**src/rtl/cpu_data_ram_if.sv**
```systemverilog
`default_nettype none
// ============================================================================
// Module      : cpu_data_ram_if
// Description : Core-to-data-RAM strobe/address/data bundle.
// Revision    : 1.0 - initial release
// ============================================================================
interface cpu_data_ram_if #(
  parameter int ADDR_W = 8,
  parameter int DATA_W = 4
);
  logic              ram_EN;
  logic              ram_RW;
  logic [ADDR_W-1:0] ram_address_bus;
  logic [DATA_W-1:0] ram_data_bus_out;
  logic [DATA_W-1:0] ram_data_bus_in;
  logic              rd_valid;
  logic              ready;
  logic              parity_err;

  modport master (
    output ram_EN, ram_RW, ram_address_bus, ram_data_bus_out,
    input  ram_data_bus_in, rd_valid, ready, parity_err
  );

  modport slave (
    input  ram_EN, ram_RW, ram_address_bus, ram_data_bus_out,
    output ram_data_bus_in, rd_valid, ready, parity_err
  );
endinterface
`default_nettype wire

```
**src/rtl/cpu_data_ram.sv**
```systemverilog
`default_nettype none
// ============================================================================
// Module      : cpu_data_ram
// Description : Single-port core data RAM with post-reset clear sequence.
//               Optional even-parity storage under macro RAM_PARITY_EN.
// Revision    : 1.0 - initial release
// ============================================================================
module cpu_data_ram #(
  parameter int ADDR_W         = 8,
  parameter int DATA_W         = 4,
  parameter int CLEAR_VALUE    = 0,
  parameter int CLEAR_ON_RESET = 1
) (
  input  wire logic         clk,
  input  wire logic         rst_n,
  cpu_data_ram_if.slave     bus
);

  localparam int DEPTH = 1 << ADDR_W;
`ifdef RAM_PARITY_EN
  localparam int MEM_W = DATA_W + 1;
`else
  localparam int MEM_W = DATA_W;
`endif

  typedef enum logic [0:0] {
    ST_CLEAR = 1'b0,
    ST_READY = 1'b1
  } state_t;

  localparam logic [DATA_W-1:0] C_CLEAR_WORD = DATA_W'(CLEAR_VALUE);
  localparam state_t            C_RST_STATE  = (CLEAR_ON_RESET != 0) ? ST_CLEAR : ST_READY;

  logic [MEM_W-1:0]  r_mem [DEPTH];
  state_t            r_state;
  logic [ADDR_W-1:0] r_clr_ptr;
  logic [DATA_W-1:0] r_rdata;
  logic              r_rd_valid;
  logic              r_ready;

  logic              w_we;
  logic [ADDR_W-1:0] w_waddr;
  logic [DATA_W-1:0] w_wdata;
  logic [MEM_W-1:0]  w_wword;
  logic [MEM_W-1:0]  w_rword;
  logic              w_rd;
  logic              w_perr;

  // The clear sequence owns the write port; core strobes are ignored meanwhile.
  always_comb begin
    w_we    = 1'b0;
    w_waddr = bus.ram_address_bus;
    w_wdata = bus.ram_data_bus_out;
    if (r_state == ST_CLEAR) begin
      w_we    = 1'b1;
      w_waddr = r_clr_ptr;
      w_wdata = C_CLEAR_WORD;
    end else if (bus.ram_EN && bus.ram_RW) begin
      w_we = 1'b1;
    end
  end

  assign w_rd    = (r_state == ST_READY) && bus.ram_EN && !bus.ram_RW;
  assign w_rword = r_mem[bus.ram_address_bus];

`ifdef RAM_PARITY_EN
  // Stored bit makes the ones-count of the whole word even.
  assign w_wword = {^w_wdata, w_wdata};
  assign w_perr  = ^w_rword;
`else
  assign w_wword = w_wdata;
  assign w_perr  = 1'b0;
`endif

  always_ff @(posedge clk) begin
    if (w_we) begin
      r_mem[w_waddr] <= w_wword;
    end
  end

  always_ff @(posedge clk or negedge rst_n) begin
    if (!rst_n) begin
      r_state    <= C_RST_STATE;
      r_clr_ptr  <= '0;
      r_rdata    <= '0;
      r_rd_valid <= 1'b0;
      r_ready    <= 1'b0;
    end else begin
      r_rd_valid <= 1'b0;
      case (r_state)
        ST_CLEAR: begin
          r_clr_ptr <= r_clr_ptr + ADDR_W'(1);
          if (r_clr_ptr == '1) begin
            r_state <= ST_READY;
            r_ready <= 1'b1;
          end
        end
        ST_READY: begin
          r_ready <= 1'b1;
          if (w_rd) begin
            r_rdata    <= w_rword[DATA_W-1:0];
            r_rd_valid <= 1'b1;
          end
        end
        default: r_state <= C_RST_STATE;
      endcase
    end
  end

`ifdef RAM_PARITY_EN
  logic r_parity_err;

  always_ff @(posedge clk or negedge rst_n) begin
    if (!rst_n) begin
      r_parity_err <= 1'b0;
    end else if (w_rd && w_perr) begin
      r_parity_err <= 1'b1;
    end
  end

  assign bus.parity_err = r_parity_err;
`else
  assign bus.parity_err = w_perr;
`endif

  assign bus.ram_data_bus_in = r_rdata;
  assign bus.rd_valid        = r_rd_valid;
  assign bus.ready           = r_ready;

endmodule
`default_nettype wire

```
**src/flat_wrapper.sv**
```systemverilog
// flat-port wrapper written by rule: the top's interface ports become plain ports
module cpu_data_ram_flat 
#(
  parameter int ADDR_W         = 8,
  parameter int DATA_W         = 4,
  parameter int CLEAR_VALUE    = 0,
  parameter int CLEAR_ON_RESET = 1
)
  (clk, rst_n, bus_ram_EN, bus_ram_RW, bus_ram_address_bus, bus_ram_data_bus_out, bus_ram_data_bus_in, bus_rd_valid, bus_ready, bus_parity_err);
  cpu_data_ram_if #(.ADDR_W(ADDR_W), .DATA_W(DATA_W)) bus_i ();
  input  wire logic clk;
  input  wire logic rst_n;
  input wire logic [$bits(bus_i.ram_EN)-1:0] bus_ram_EN;
  input wire logic [$bits(bus_i.ram_RW)-1:0] bus_ram_RW;
  input wire logic [$bits(bus_i.ram_address_bus)-1:0] bus_ram_address_bus;
  input wire logic [$bits(bus_i.ram_data_bus_out)-1:0] bus_ram_data_bus_out;
  output wire logic [$bits(bus_i.ram_data_bus_in)-1:0] bus_ram_data_bus_in;
  output wire logic [$bits(bus_i.rd_valid)-1:0] bus_rd_valid;
  output wire logic [$bits(bus_i.ready)-1:0] bus_ready;
  output wire logic [$bits(bus_i.parity_err)-1:0] bus_parity_err;
  assign bus_i.ram_EN = bus_ram_EN;
  assign bus_i.ram_RW = bus_ram_RW;
  assign bus_i.ram_address_bus = bus_ram_address_bus;
  assign bus_i.ram_data_bus_out = bus_ram_data_bus_out;
  assign bus_ram_data_bus_in = bus_i.ram_data_bus_in;
  assign bus_rd_valid = bus_i.rd_valid;
  assign bus_ready = bus_i.ready;
  assign bus_parity_err = bus_i.parity_err;
  cpu_data_ram #(.ADDR_W(ADDR_W), .DATA_W(DATA_W), .CLEAR_VALUE(CLEAR_VALUE), .CLEAR_ON_RESET(CLEAR_ON_RESET)) u_core (.clk(clk), .rst_n(rst_n), .bus(bus_i));
endmodule
```
**config.mk**
```make
export PLATFORM = sky130hd
export DESIGN_NAME = cpu_data_ram_flat
export DESIGN_NICKNAME = d
export VERILOG_FILES = /design/src/rtl/cpu_data_ram_if.sv /design/src/rtl/cpu_data_ram.sv /design/src/flat_wrapper.sv
export SDC_FILE = /design/constraint.sdc
export NUM_CORES = 1
export LEC_CHECK = 0
export CELL_PAD_IN_SITES_DETAIL_PLACEMENT = 1
export CELL_PAD_IN_SITES_GLOBAL_PLACEMENT = 1
export CORE_ASPECT_RATIO = 0.8
export CORE_MARGIN = 2
export CORE_UTILIZATION = 30
export CTS_CLUSTER_SIZE = 30
export DETAILED_ROUTE_END_ITERATION = 6
export PLACE_DENSITY = 0.6
export SLEW_MARGIN = 20
export SYNTH_ARGS = -nofsm -noshare
export SYNTH_HDL_FRONTEND = slang
export SYNTH_SLANG_ARGS = --single-unit
export TNS_END_PERCENT = 30
```
**constraint.sdc**
```tcl
create_clock -name clk -period 9.25 [get_ports clk]
set_clock_uncertainty 0.15 [all_clocks]
set_input_delay 2.775 -clock clk [delete_from_list [all_inputs] [get_ports clk]]
set_output_delay 2.775 -clock clk [all_outputs]
set_load 0.005 [all_outputs]
```
==> results.txt <==
The flow ran to the end, and the final reports show no timing, DRC or antenna violations. The share of total power in combinational logic came out at 2.6%. The prevailing post-synth register cell is sky130_fd_sc_hd__edfxtp_1. The H-tree level count is 3. The overall die width came out at about 420 µm.

The worst-case IR drop observed on VDD is between 0.00015 and 0.0002 V. The number of violations reported at the end of detailed-routing iteration 0 is ~2,000. The final layout net count is ~2,300. After clock tree synthesis, the clock-pin slew on the worst setup and hold paths is 60 ps.

The clock network power share is between 40% and 50%. The aggregate routed wire length came out at 112,000 µm. The remaining global-route overflow came out at 0. The per-cell routed wire length came out at 26.7 µm.

The count of hold buffers inserted by post-cts repair came out at 0. The relative contribution of sequential cells to total power came out at around 54%. In this run the worst path has a maximum fanout of 18. For the worst setup path, the data required time is approximately 9400 ps.

The max-slew violation count is 0. TritonCTS built the clock tree. The internal power consumption came out at 7470 µW. The detailed-route vias per instance is about 5.1.

At the pin with the least slew margin, the transition time is about 1100 ps. In this run the critical register-to-register path is launched from u_core.r_state. In this run the standard cell core region covers roughly 140,000 µm². The maximum clock frequency is 154 MHz. Setup repair after global routing left no endpoint under its margin. The pin count of the biggest net entering global routing came out at about 220.

The biggest cell delay along the critical path came out at slightly above 1000 ps. The setup path with the least slack is of type in2reg. The average size of a mapped cell is 18.5 µm².

Post-CTS repair changed the size of 0 cells. For this design the top-level I/O count stands at 23. The library cell used as clock root buffer is sky130_fd_sc_hd__clkbuf_16.

For this design the ratio of total power to cell area is ~200 nW/µm². The number of flops mapped to enable cells by yosys came out at between 1,000 and 1,500. The number of nets produced by synthesis came out at roughly 2,300. The die height came out at 337 µm.

For this run, the detailed router's first-pass iteration total came to 5. The number of synthesis warnings is 0. The clock network latency to the later pin of the worst-skew pair is between 700 and 800 ps. The final critical-path share of the clock period came out at a little over two thirds. The arrival time at the worst endpoint is 6670 ps. The clock buffer count from CTS came out at 102. The half-perimeter wire length of the detailed placement result is 69,800 µm. The total of fill cells in the finished design is 13,800.

The worst register-to-register path has a depth of 5. The antenna diode count is 0. The path class of the tightest hold or removal check is reg2reg. The number of failing setup endpoints in the final timing report is 0.

Summing every instance area after synthesis gives approximately 42,000 µm². The sequential share of the synthesized area is between 70% and 80%. The share of the core filled with cells in the final layout came out at roughly a third. The category of cells accounting for the largest share of critical-path delay is simple AND/OR/NAND/NOR gates. The relative slew slack came out at about a quarter.

The register bit total from synthesis came out at roughly 1,000. The proportion of layout cells with a drive suffix above 1 came out at ~17%. The register-to-register path setup slack came out at between 5000 and 6000 ps. The area after detailed placement came out at between 40,000 and 50,000 µm².

The endpoint class of the critical path is a flip-flop. The number of placement rows is roughly 120. In this run the tool buffered the top-level ports with 21 buffer cells.

The die area came out at between 100,000 and 150,000 µm². The TritonCTS sink count is 1,039. Net switching is 20.7% of the power. The number of global-route vias before repair came out at between 20,000 and 25,000. In this run the most critical hold path is launched from u_core.bus.ready. Leaving out fill and tap cells, the most frequent cells in the layout are sky130_fd_sc_hd__edfxtp_1 (1,024), sky130_fd_sc_hd__nor2_1 (280), sky130_fd_sc_hd__mux4_2 (182), sky130_fd_sc_hd__mux2i_1 (129), sky130_fd_sc_hd__clkbuf_16 (102). The effective utilization at floorplan is between 30% and 40%. The setup total negative slack came out at 0 ps. After synthesis, the netlist uses between 60 and 70 different library cells. For this run, the total global-route usage over all layers was measured as between 10% and 20%. The share of flip-flops with an asynchronous set or reset came out at under 10%. The final hold violation count came out at 0.

The net switching power figure is approximately 1900 µW. The final estimated routing congestion in global placement came out at 0.843. Max-cap violations in this run came to 0. The critical path depth in cells is 6. The initial antenna violation count came out at 1. The end of the worst register-to-register path is u_core.r_mem[250][3]. The area added between synthesis and finish came out at 12.8%. After detailed routing, the number of remaining DRC violations is 0. The count of nets left with antenna violations after detail routing is 0. The final critical delay including setup and external delays is between 6000 and 7000 ps. The maximum root-to-sink buffer count came out at 3. After technology mapping, the gate count stands at around 2,300. With fillers left out, the area of the finished cells amounts to ~47,000 µm². STA classifies the critical path startpoint as an input pin.

The endpoint of the most critical setup path is u_core.r_mem[135][1]. The global-route wire length before repair is about 170,000 µm. The total setup buffers inserted after CTS came out at 0. The vias after detailed routing is 21,700. Walking the worst path, the cells encountered are clkdlybuf4s50_1 -> nor2b_1 -> nand2_1 -> o21ai_1 -> nand3_1 -> nor2_1. The largest individual stage delay along the critical path comes from the cell sky130_fd_sc_hd__nand3_1. The leading cell type in the layout, fill and taps excluded is sky130_fd_sc_hd__edfxtp_1. The standby leakage power came out at 0.0119 µW. The number of buffers and inverters on the critical path came out at 1. The worst setup path startpoint is bus_ram_address_bus[3].
flip-flops by register name, summed over array words and instances (netlist names):
name,count
u_core.bus.ram_data_bus_in,4
u_core.bus.rd_valid,1
u_core.bus.ready,1
u_core.r_clr_ptr,8
u_core.r_mem,1024
u_core.r_state,1
cells in the mapped netlist, drive strengths merged, types with 4 or more instances:
cell type,n,area share [%]
nand4,7,0.11
nor3,8,0.096
o21ai,34,0.41
nor2b,8,0.12
a31oi,5,0.075
xnor2,5,0.11
mux4,192,10
a22o,11,0.23
a22oi,53,0.96
o31ai,4,0.072
buf,84,1.6
nand3,57,0.69
and3,10,0.15
a2111oi,6,0.17
a211oi,14,0.25
nor2,281,2.5
nand2,87,0.78
clkbuf,60,0.54
o221ai,19,0.40
and2,10,0.15
nand2b,7,0.11
nor4,7,0.11
a21oi,27,0.32
inv,4,0.036
dfrtp,15,0.90
mux2i,129,3.1
a221oi,4,0.084
edfxtp,1024,74
o22ai,28,0.42
o211ai,10,0.18
nand3b,6,0.11
final cells by class:
cell class                 instances  area (µm²)  share of cell area (%)
clock buffer                     126        2660                    5.67
clock inverter                    56         561                    1.19
tap                             1860        2330                    4.96
sequential                      1039       31100                    66.3
timing repair buffer              58         571                    1.22
multi-input combinational       1064        9660                    20.6
inverter                           5        18.8                  0.0400
worst min path at each step:
stage	slack [ps]	to	cells past startpoint
final	350	u_core.bus.ready	1
after global routing	360	u_core.bus.ready	1
after CTS	350	u_core.bus.ready	1
after detailed placement	320	u_core.bus.ready	1
after global placement	300	u_core.bus.ready	1
after floorplan	310	u_core.bus.ready	1
per-layer routing:
layer,vias to the layer above,global-route usage [%],wire length (µm)
met3,146,2.85,6420
met4,0,3.84,2480
li1,9137,-,-
met5,-,0,0
met2,712,24.3,51300
met1,11700,23.7,52200
logic make-up after synthesis:
family,Yosys count,synth area share (%)
buf+inv,149,2.22
xor+xnor,7,0.147
compound gates,234,3.99
fa+ha+maj,1,0.0301
mux,324,13.7
simple gates,497,5.12
other cells,1,0.00901
flops,1039,74.8
power by group through the flow:
stage | Clock (µW) | Sequential [µW] | Combinational (µW)
after CTS | 4170 | 5090 | 243
after floorplan | 0 | 5190 | 174
after global placement | 0 | 5190 | 241
final | 4090 | 5090 | 241
after global routing | 4350 | 5090 | 257
after detailed placement | 0 | 5190 | 243
metrics by stage:
step | hold WS [ps] | power [µW] | setup WS (ps) | instances
after floorplan | 315 | 5360 | 2210 | 2252
after global placement | 304 | 5430 | 1920 | 4025
after detailed placement | 317 | 5430 | 2160 | 4025
after CTS | 353 | 9500 | 2910 | 4207
after global routing | 364 | 9690 | 2710 | 4208
final | 348 | 9420 | 2770 | 4208
Note: power is estimated with default switching activity, not from simulation.
==> edit, RTL diff (same flow settings) <==
The option `RAM_PARITY_EN` is turned on by a define.
--- a/src/rtl/cpu_data_ram.sv
+++ b/src/rtl/cpu_data_ram.sv
@@ -5,6 +5,8 @@
 //               Optional even-parity storage under macro RAM_PARITY_EN.
 // Revision    : 1.0 - initial release
 // ============================================================================
+`define RAM_PARITY_EN
+
 module cpu_data_ram #(
   parameter int ADDR_W         = 8,
   parameter int DATA_W         = 4,
Formal check against the unedited RTL: same outputs for any inputs over 4 cycles, from zero or initial values and one cycle with rst_n low; that may be too few to reach the edited logic, so the function may still have changed.
==> edit against the original RTL <==
Sequential share of layout area grew 0.39 points; sequential power grew 25%; synthesized area grew 23%; highest routed layer unchanged; final area grew 24%; synthesized cell count grew 11%; wire length grew 32%; largest cell class unchanged; the flow now finishes with violations (DRC); setup slack lost 330 ps; utilization grew 0.35 points; final cell count grew 17%; sequential cell count grew 257; total power grew 26%; first-iteration DRC count grew 52%; clock power grew 27%.
==> edit: results (changes against the original RTL) <==
| Metric | Value |
|---|---|
| Drc violations | `3 (+3)` |
| YS warnings | `0 (unchanged)` |
| DR iter-0 viols | `3113 (+52%)` |
| EDFF count, synth | `1280 (+25%)` |
| Reg2reg start | `u_core.r_mem[137][0]` |
| CTS root buffer | `clkbuf_16` |
| Vias in the first global route | `26800 (+19%)` |
| Top cells by count, synth | `edfxtp_1, mux4_2, nor2_1` |
| Arr. time, crit path | `7300 ps (+630 ps)` |
| Syn Nets | `2527 (+11%)` |
| Initial antenna violation count | `4 (+3)` |
| Critical path startpoint | `bus_ram_address_bus[0]` |
| Worst-margin pin slew | `1140 ps (+4.54 ps)` |
| Router iterations before antenna repair | `7 (+2)` |
| Leading post-synthesis cells by cell area | `edfxtp_1, mux4_2, nor2_1` |
| Clock transition at path regs | `60 ps (about the same)` |
| Sequential area share after synthesis | `0.759 (+0.0104)` |
| PortBufs | `22 (+4.8%)` |
| Max FO, Critical Path | `61 (+43)` |
| First-pass GRT wire length | `213000 µm (+29%)` |
| Clk Latency, worst-skew pair | `760 ps (+30 ps)` |
| Largest net degree at the start of global routing | `238 (+8.7%)` |
| Leak Pwr | `0.0144 µW (+21%)` |
| Max IR drop VDD | `194 µV (+16%)` |
| Longest Clk Path Bufs | `3 (unchanged)` |
| Wire per inst | `30.2 µm (+13%)` |
| Synth async-reset ratio | `0.0123 (-0.00209)` |
| Routability cong. | `0.817 (-3.1%)` |
| Max reg flops | `1280 (+25%)` |
| Vias/cell | `5.26 (+2.2%)` |
| Global Route Usage Sum | `0.171 (+0.0111)` |
| Share of post-route cells with drive strength above 1 | `0.225 (+0.0541)` |
| Fill cells | `16700 (+20%)` |
| Final nets | `2594 (+13%)` |
| H-Tree Depth | `4 (+1)` |
| Final HPWL DP | `92300 µm (+32%)` |
| Status | `complete, but fails checks` |
| Reg2Reg Depth | `9 (+4)` |
| Synth cell types | `65 (+3.2%)` |
| CTS Buf Count | `130 (+27%)` |
| Failing checks | `DRC` |
==> edit: worst paths after layout <==
check                                        end  slack (ps)
min in group asynchronous       u_core.bus.ready        2390
hold reg to reg                 u_core.bus.ready         330
max in group asynchronous         u_core.r_state        5950
setup reg to reg           u_core.bus.parity_err        5300
setup / recovery           u_core.bus.parity_err        2440
hold / removal                  u_core.bus.ready         330
==> edit: power by group <==
group / switching [µW] / total [µW] / internal (µW) / leakage [µW]
logic: 206 / 315 / 109 / 0.00338
clock network: 2300 / 5180 / 2880 / 0.00197
registers: 0 / 6350 / 6350 / 0.00905
total: 2500 / 11800 / 9340 / 0.0144
==> edit: logic make-up (layout without fill, tap and decap cells) <==
family                     count (synthesis)  after routing  share of synthesized area
DFF                                     1296           1296                      0.759
and+or+nand+nor                          468            468                     0.0379
muxes                                    416            416                      0.162
buffers and inverters                    162            329                     0.0165
AOI/OAI and AO/OA                        154            154                     0.0221
xor gates and xnor gates                  13             13                    0.00249
adders and majority gates                  1              1                   0.000244
other                                      0              2                          0
==> edit: stage by stage <==
stage          worst slack (ps)  cells  total power [µW]  instance area [µm²]
3_3_place_gp               1580   4703              6790                54100
3_5_place_dp               1660   4703              6790                54100
2_1_floorplan              1880   2510              6680                51200
6_report                   2440   4939             11800                58200
5_1_grt                    2230   4937             12100                58200
4_1_cts                    2490   4935             11900                58100
==> edit: worst max-delay path: stages <==
cell      delay, ps
buf_8           580
buf_12          380
mux2i_1         900
o221ai_1        610
o21ai_1         270
a32oi_1         150
nor4_1          570
o22ai_1         200
xor2_1          210
xnor3_1         330
a21o_1          180
==> edit: area by class of cell <==
| cell class | count | area, µm² | share of cell area |
|---|---|---|---|
| Antenna cell | 2 | 5.00 | 0.0000860 |
| Clock buffer | 168 | 3460 | 0.0594 |
| Clock inverter | 64 | 601 | 0.0103 |
| Inverter | 8 | 32.5 | 0.000559 |
| Multi-Input combinational cell | 1052 | 11500 | 0.198 |
| Sequential cell | 1296 | 38800 | 0.667 |
| Tap cell | 2260 | 2830 | 0.0486 |
| Timing Repair Buffer | 89 | 908 | 0.0156 |
==> edit: layer usage <==
| layer | vias to the layer above | routed length [µm] | track usage |
|---|---|---|---|
| li1 | 10500 | - | - |
| met1 | 14300 | 69500 | 0.263 |
| met2 | 1015 | 64700 | 0.243 |
| met3 | 187 | 11300 | 0.0344 |
| met4 | 0 | 3440 | 0.0493 |
| met5 | - | 0 | 0 |
